`src/rtl/acog_id_mt_pkg.sv`:
```
// Opcode field positions, instruction codes and the per-entry control bundle
// shared by the cog decode queue and the execute stage.
package acog_id_mt_pkg;

  localparam int OP_Z    = 25;
  localparam int OP_C    = 24;
  localparam int OP_R    = 23;
  localparam int OP_I    = 22;
  localparam int OP_CCCC = 18;

  localparam logic [5:0] I_RDBYTE = 6'b000000;
  localparam logic [5:0] I_RDWORD = 6'b000001;
  localparam logic [5:0] I_RDLONG = 6'b000010;
  localparam logic [5:0] I_JMPRET = 6'b010111;
  localparam logic [5:0] I_DJNZ   = 6'b111001;
  localparam logic [5:0] I_TJNZ   = 6'b111010;
  localparam logic [5:0] I_TJZ    = 6'b111011;

  typedef struct packed {
    logic execute;
    logic save_c;
    logic save_z;
    logic d_from_alu;
    logic d_from_pc_plus_1;
    logic pc_from_pc_plus_1;
    logic pc_from_s;
    logic d_from_hub;
    logic wback_branch;
  } ctrl_t;

  // CCCC is a truth table indexed by {C,Z}.
  function automatic logic cond(input logic [3:0] cccc, input logic c, input logic z);
    return cccc[{c, z}];
  endfunction

  function automatic ctrl_t decode(input logic [31:0] op, input logic ex);
    ctrl_t k;
    k         = '0;
    k.execute = ex;
    k.save_c  = ex & op[OP_C];
    k.save_z  = ex & op[OP_Z];
    case (op[31:26])
      I_RDBYTE, I_RDWORD, I_RDLONG: begin
        k.pc_from_pc_plus_1 = 1'b1;
        k.d_from_hub        = ex & op[OP_R];
      end
      I_JMPRET: begin
        if (ex) begin
          k.pc_from_s        = 1'b1;
          k.d_from_pc_plus_1 = op[OP_R];
        end else begin
          k.pc_from_pc_plus_1 = 1'b1;
        end
      end
      I_DJNZ, I_TJNZ, I_TJZ: begin
        k.d_from_alu        = ex & op[OP_R];
        k.wback_branch      = ex;
        k.pc_from_pc_plus_1 = ~ex;
      end
      default: begin
        k.d_from_alu        = ex & op[OP_R];
        k.pc_from_pc_plus_1 = 1'b1;
      end
    endcase
    return k;
  endfunction

endpackage

```
`src/rtl/acog_id_mt_cond_eval.sv`:
```
// Combinational CCCC condition evaluation against one thread's C/Z flags.
module acog_cond_eval
  import acog_id_mt_pkg::*;
(
  input  logic [3:0] cccc,
  input  logic       c,
  input  logic       z,
  output logic       execute
);

  assign execute = cond(cccc, c, z);

endmodule

```
`src/rtl/acog_id_mt.sv`:
```
// Multi-thread decode stage: evaluates conditions at enqueue and queues the
// resulting write/PC controls for execute, with flag-hazard stall and flush.
module acog_id_mt
  import acog_id_mt_pkg::*;
#(
  parameter  int THREADS = 1,
  parameter  int DEPTH   = 2,
  localparam int TID_W   = (THREADS > 1) ? $clog2(THREADS) : 1
) (
  input  logic                     clk_in,
  input  logic                     rst_n_in,
  input  logic                     in_valid_i,
  output logic                     in_ready_o,
  input  logic [31:0]              in_opcode_i,
  input  logic [TID_W-1:0]         in_tid_i,
  input  logic [THREADS-1:0]       flag_c_i,
  input  logic [THREADS-1:0]       flag_z_i,
  input  logic [THREADS-1:0]       flags_busy_i,
  input  logic                     flush_i,
  input  logic [TID_W-1:0]         flush_tid_i,
  output logic                     out_valid_o,
  input  logic                     out_ready_i,
  output logic [31:0]              out_opcode_o,
  output logic [TID_W-1:0]         out_tid_o,
  output logic                     out_execute_o,
  output logic                     save_c_o,
  output logic                     save_z_o,
  output logic                     save_d_from_alu_o,
  output logic                     save_d_from_pc_plus_1_o,
  output logic                     save_pc_from_pc_plus_1_o,
  output logic                     save_pc_from_s_o,
  output logic                     save_d_from_hub_o,
  output logic                     wback_branch_o,
  output logic [$clog2(DEPTH):0]   occupancy_o
);

  localparam int PTR_W = $clog2(DEPTH);
  localparam int TN    = 1 << TID_W;

  logic [31:0]      op_q   [DEPTH];
  logic [TID_W-1:0] tid_q  [DEPTH];
  ctrl_t            ctrl_q [DEPTH];
  logic [DEPTH-1:0] kill_q;
  logic [PTR_W-1:0] rd_ptr, wr_ptr, offs;
  logic [PTR_W:0]   count;

  logic [TN-1:0] c_ext, z_ext, busy_ext;
  logic          in_exec, hazard, head_live, push, pop;
  ctrl_t         in_ctrl, head_ctrl;

  // Widen per-thread vectors so any tid value indexes safely.
  always_comb begin
    c_ext    = '0;
    z_ext    = '0;
    busy_ext = '0;
    c_ext[THREADS-1:0]    = flag_c_i;
    z_ext[THREADS-1:0]    = flag_z_i;
    busy_ext[THREADS-1:0] = flags_busy_i;
  end

  acog_cond_eval u_cond (
    .cccc    (in_opcode_i[OP_CCCC +: 4]),
    .c       (c_ext[in_tid_i]),
    .z       (z_ext[in_tid_i]),
    .execute (in_exec)
  );

  assign in_ctrl = decode(in_opcode_i, in_exec);

  // A live queued flag writer of the same thread blocks its successors.
  always_comb begin
    hazard = busy_ext[in_tid_i];
    offs   = '0;
    for (int i = 0; i < DEPTH; i++) begin
      offs = PTR_W'(i) - rd_ptr;
      if (({1'b0, offs} < count) && !kill_q[i] && (tid_q[i] == in_tid_i) &&
          (ctrl_q[i].save_c || ctrl_q[i].save_z))
        hazard = 1'b1;
    end
  end

  assign in_ready_o = rst_n_in && (count < (PTR_W+1)'(DEPTH)) && !hazard;
  assign push       = in_valid_i && in_ready_o && !(flush_i && (flush_tid_i == in_tid_i));
  assign head_live  = (count != '0) && !kill_q[rd_ptr];
  assign pop        = (count != '0) && (kill_q[rd_ptr] || out_ready_i);

  always_ff @(posedge clk_in or negedge rst_n_in) begin
    if (!rst_n_in) begin
      rd_ptr <= '0;
      wr_ptr <= '0;
      count  <= '0;
      kill_q <= '0;
    end else begin
      for (int i = 0; i < DEPTH; i++)
        if (flush_i && (tid_q[i] == flush_tid_i)) kill_q[i] <= 1'b1;
      if (push) begin
        kill_q[wr_ptr] <= 1'b0;
        wr_ptr         <= wr_ptr + 1'b1;
      end
      if (pop) rd_ptr <= rd_ptr + 1'b1;
      case ({push, pop})
        2'b10:   count <= count + 1'b1;
        2'b01:   count <= count - 1'b1;
        default: ;
      endcase
    end
  end

  always_ff @(posedge clk_in) begin
    if (push) begin
      op_q[wr_ptr]   <= in_opcode_i;
      tid_q[wr_ptr]  <= in_tid_i;
      ctrl_q[wr_ptr] <= in_ctrl;
    end
  end

  assign head_ctrl = head_live ? ctrl_q[rd_ptr] : '0;

  assign out_valid_o              = head_live;
  assign out_opcode_o             = head_live ? op_q[rd_ptr] : '0;
  assign out_tid_o                = head_live ? tid_q[rd_ptr] : '0;
  assign out_execute_o            = head_ctrl.execute;
  assign save_c_o                 = head_ctrl.save_c;
  assign save_z_o                 = head_ctrl.save_z;
  assign save_d_from_alu_o        = head_ctrl.d_from_alu;
  assign save_d_from_pc_plus_1_o  = head_ctrl.d_from_pc_plus_1;
  assign save_pc_from_pc_plus_1_o = head_ctrl.pc_from_pc_plus_1;
  assign save_pc_from_s_o         = head_ctrl.pc_from_s;
  assign save_d_from_hub_o        = head_ctrl.d_from_hub;
  assign wback_branch_o           = head_ctrl.wback_branch;
  assign occupancy_o              = count;

endmodule

```
`config.mk`:
```
export PLATFORM = sky130hd
export DESIGN_NAME = acog_id_mt
export DESIGN_NICKNAME = d
export VERILOG_FILES = /design/src/rtl/acog_id_mt_pkg.sv /design/src/rtl/acog_id_mt_cond_eval.sv /design/src/rtl/acog_id_mt.sv
export SDC_FILE = /design/constraint.sdc
export NUM_CORES = 1
export LEC_CHECK = 0
export CAP_MARGIN = 20
export CORE_ASPECT_RATIO = 2
export CORE_MARGIN = 3
export CORE_UTILIZATION = 54
export DETAILED_ROUTE_END_ITERATION = 6
export GPL_TIMING_DRIVEN = 0
export PLACE_DENSITY_LB_ADDON = 0.08
export RECOVER_POWER = 25
export SYNTH_ARGS = -nofsm -noshare
export SYNTH_HDL_FRONTEND = slang
export SYNTH_SLANG_ARGS = --single-unit
```
`constraint.sdc`:
```
create_clock -name clk_in -period 7.1 [get_ports clk_in]
set_input_delay 1.42 -clock clk_in [delete_from_list [all_inputs] [get_ports clk_in]]
set_output_delay 1.42 -clock clk_in [all_outputs]
set_load 0.01 [all_outputs]
```
==> metrics <==
number of synthesized flops with an enable pin=between 80 and 90; reg-to-reg endpoint=op_q[0][21]; # setup viols final=0; final hold viol count=0; status=finished, final reports clean; hold crit path type=flip-flop to flip-flop; CP max stage cell=dlygate4sd3_1; H-tree depth=3; die area=8180 um^2; CP max FO=6; Hold Buf Count CTS=0; post-synth cell types=36; Die Wd=65.5 um; area leader, netlist=edfxtp_1; number of buffers inserted by port buffering=87; Seq cells post-synth=90; post-route ant nets=0; WS Path Type=input pin to output pin; crit path time final=4.89 ns; first-pass GRT wire length=12,200 um; vias in the first global route=2,453; Layout fillers=around 470; r2r startpoint=occupancy_o[1]; end of the worst hold path=kill_q[1]; DR iter-0 viols=103; share of layout cells above drive strength 1=12.8%; Top FF cell, synth=edfxtp_1; Finished Cell Area=5150 um^2; worst hold start=wr_ptr; largest family of logic cells by synthesized area=multiplexers; DR pass1 iterations=4; count of cells resized by post-cts repair=0; Via Count=approximately 2.3k; initial antenna violation count=0; count leader, synth=edfxtp_1; fraction of registers with async set/reset=6.67%; top post-synthesis cells by area=edfxtp_1, mux2i_1, nor2_1, dfrtp_1, buf_6; TritonCTS Buffers=9; total power=between 1.5 and 2 mW; Avg Inst Size Synth=about 15 um^2; vias per cell=5.31; max-slew violation count=0; clock sinks=90; CP cell instances=dlygate4sd3_1, buf_6, xor2_2, nor4b_4, o21a_1, nor2_1, clkdlybuf4s50_1; Critical Path RT=between 5 and 6 ns; share of synthesized cell area in full adder, half adder and majority cells=0.327%; global-route total usage across every layer=20.6%; Rows=42; largest net degree at the start of global routing=24; CP endpoint kind=output pin; Peak Freq=204 MHz; io pins=between 80 and 90; Pleak=1.87 nW; synth-to-layout area growth=34.8%; clock-pin slew on the worst setup and hold paths=0.06 ns; Synth top area share=roughly 66%; chip height=125 um; Max Cap Viol=0; RSZ-0062 raised after global routing=no; Total Wirelength=7700 um; Peak VDD IR=approximately 0.00026 V; Slew headroom=53.7%; Commonest cells post-synth=edfxtp_1, nor2_1, mux2i_1, nor2_2; post-synthesis xor/xnor area fraction=roughly 2.5%; synthesized area=3820 um^2; clock skew=0.00534 ns; worst slack, placed=2.31 ns; Post-CTS Setup Bufs=0; CTS Buffer Depth=2; DRC=0; core box area=6730 um^2; startpoint class of the critical path=input pin; arrival time worst endpoint=3.47 ns; post-synthesis compound-gate area fraction=2.88%; simple-gate area share of the yosys netlist=10.0%; sequential element share of the synthesized area=a little over two thirds; total congestion overflow=0; Slew @ Worst Pin=0.689 ns; n_diodes=0; GP Congestion=0.748; Hold Path Depth=1; multiplexer share of the synthesized area=11.7%; Skew-Pair Late Insertion Delay=0.33 ns; Syn Inst Count=approximately 250; DR WL/cell=17.5 um; fin nets=390; Final WS setup=2.21 ns; Worst Reg-to-Reg Cells=4; Setup TNS=0 ns; Power Dens Cells=roughly 330 nW/um^2; DP Wirelength=5380 um; CP max stage delay=between 0.5 and 0.6 ns; Synth Net Count=290; Synthesis Warnings=0; flop2flop setup slack=between 4 and 5 ns; Fin Hold WS=approximately 0.52 ns; clock tree from TritonCTS=built; Cell Area, Placed=roughly 4900 um^2; fin crit share=68.9%; CTS root buffer=clkbuf_16; Initial Utilization=56.8%
==> layout by cell type, fill, tap and decap left out, drive strengths merged, types with 3 or more instances in the layout <==
| cell type | n |
|---|---|
| and3 | 4 |
| o21ai | 3 |
| nor2 | 55 |
| and2 | 4 |
| xor2 | 5 |
| xnor2 | 4 |
| mux2i | 43 |
| dlygate4sd3 | 26 |
| clkbuf | 10 |
| clkdlybuf4s50 | 61 |
| dfrtp | 6 |
| clkinv | 4 |
| edfxtp | 84 |
| a21oi | 3 |
| buf | 13 |
| inv | 3 |
==> logic make-up (layout without fill, tap and decap cells) <==
kind of cell,count (synthesis),after routing
xor gates and xnor gates,9,9
buffers and inverters,14,118
AOI/OAI and AO/OA,14,14
muxes,44,44
DFF,90,90
and+or+nand+nor,75,75
adders and majority gates,1,1
==> registers in the layout (all words and copies together), names as in the netlist <==
signal and cells:
op_q 64, wr_ptr 1, tid_q 2, occupancy_o 2, ctrl_q 18, rd_ptr 1
kill_q 2
==> where the power goes <==
part,internal (mW),total (mW),switching [mW]
sequential,0.627,0.649,0.0218
combinational,0.299,0.587,0.287
clock,0.270,0.447,0.177
total,1.20,1.68,0.486
==> worst max-delay path, delay by kind of cell <==
kind / cells / cell delay (ns)
XOR/XNOR: 1 / 0.18
buffers and inverters: 3 / 1.22
AO/OA/AOI/OAI: 1 / 0.28
AND/OR/NAND/NOR: 2 / 0.37
==> per-stage QoR <==
stage | utilization, % | std cells
finish | 76.6 | 439
global route | 76.6 | 439
CTS | 76.6 | 439
detailed placement | 72.4 | 424
global placement | 71.4 | 422
floorplan | - | 247
==> worst max path at each step <==
| stage | start | endpoint |
|---|---|---|
| after floorplan | in_tid_i | ctrl_q[0][0] |
| after global routing | in_tid_i | in_ready_o |
| after detailed placement | in_tid_i | in_ready_o |
| after CTS | in_tid_i | in_ready_o |
| final | in_tid_i | in_ready_o |
| after global placement | in_tid_i | op_q[0][22] |
==> area by class of cell <==
type	instances	area, um^2	area share, %
Inverter	3	11.3	0.219
Clock inverter	5	56.3	1.09
Timing Repair Buffer	89	926	18.0
Tap cell	88	110	2.14
Sequential cell	90	2670	51.9
Clock buffer	10	229	4.44
Buffer	11	92.6	1.80
Multi-Input combinational cell	143	1050	20.5
==> per-layer routing <==
layer	GRT usage, %	up-vias	wire length, um
li1	-	1107	-
met5	0	-	0
met1	20.7	1147	2730
met4	6.97	0	95
met2	38.7	70	4590
met3	5.83	7	276
(Power assumes the default switching activity.)
==> RTL edit: new RTL, same settings <==
Reset style: synchronous (`rst_n_in`), changed in one clocked block.
--- a/src/rtl/acog_id_mt.sv
+++ b/src/rtl/acog_id_mt.sv
@@ -86,3 +86,3 @@
 
-  always_ff @(posedge clk_in or negedge rst_n_in) begin
+  always_ff @(posedge clk_in) begin
     if (!rst_n_in) begin
Behaviour: differs if rst_n_in is asserted again (counterexample within 4 cycles, from zero or initial values and one cycle with rst_n_in low); with rst_n_in held inactive, the same outputs for 10 cycles.
==> RTL edit against the unedited design <==
Global-route usage shrank 1.4 points; sequential cell count rose by 1; highest routed layer unchanged; power down 6.6%; first-iteration DRC count is 11% lower; register-to-register slack lost 80 ps; routed wire length down 6.8%; setup slack improved by 190 ps; synthesized area shrank 3.2%; final area down 2.9%; critical path depth fell by 1; critical endpoint unchanged; via count decreased by 1.7%.
==> RTL edit: results (changes against the unedited design) <==
total vias in the final route 2292 (-1.7%); Post-Synth XOR/XNOR Area 1.89% (-0.56 points); Comb group 0.000472 W (-20%); status complete, no violations; mux cell area share after synthesis 12.2% (+0.55 points); maximum vdd ir drop 247 uV (-4.7%); placed wire-length estimate after detailed placement 5040 um (-6.4%); maximum number of pins on one net before global-route repair 43 (+79%); leakage dissipation 1.67 nW (-11%); sum of met3 wire segment lengths after detailed routing 313 um (+13%); actual transition at the worst max-transition pin 1010 ps (+319 ps); net load switching power 0.000434 W (-11%); total met2 wirelength after detailed routing 4140 um (-9.7%); Synthesized Nets 291 (+0.34%); DRT met1 WL 2580 um (-5.7%); proportion of register bits with asynchronous set or reset after synthesis 0% (-6.7 points); ranking of synthesized cells by instance count 84 x edfxtp_1, 53 x nor2_1, 44 x mux2i_1, 7 x dfxtp_1, 5 x and2_1; Synth area leaders edfxtp_1 68%, mux2i_1 12%, nor2_1 5.4%; start point of the worst min-delay path wr_ptr; starting DRC count in detailed routing 92 (-11%); synthesized-area fraction occupied by ao, oa, aoi and oai cells 2.50% (-0.38 points); GRT Util Overall 19.1% (-1.4 points); RD Place Congestion 0.764 (+2.2%); area after detailed placement 4710 sq um (-3.2%); fraction of met1 tracks used by global routing 20.4% (-0.30 points); M2 GR Usage 35.4% (-3.3 points)
-- RTL edit: cell types whose count changed after synthesis, sizes merged, moves of 4 or more --
| cell | delta |
|---|---|
| clkbuf | +4 |
| dfrtp | -6 |
| buf | -4 |
| dfxtp | +7 |
-- RTL edit: stage by stage --
stage,hold WS (ps),total power [W],cells
after floorplan,465,0.000909,248
after global placement,490,0.00112,423
after detailed placement,530,0.00113,424
after CTS,547,0.00159,440
after global routing,578,0.00164,440
final,549,0.00157,440
-- RTL edit: area by class of cell --
class	instances	share of cell area, %
clock buffer	10	4.58
timing repair buffer	88	17.8
sequential	91	53.2
tap	88	2.20
clock inverter	6	1.28
inverter	3	0.225
buffer	11	1.05
multi-input combinational	143	19.6
-- RTL edit: path summary, 6_finish.rpt --
check	depth (start not counted)	to	slack (ps)
worst max-delay path	6	in_ready_o	2400
worst min-delay path	1	wr_ptr	550
worst max register to register	4	op_q[1][19]	4750
worst min register to register	1	wr_ptr	550
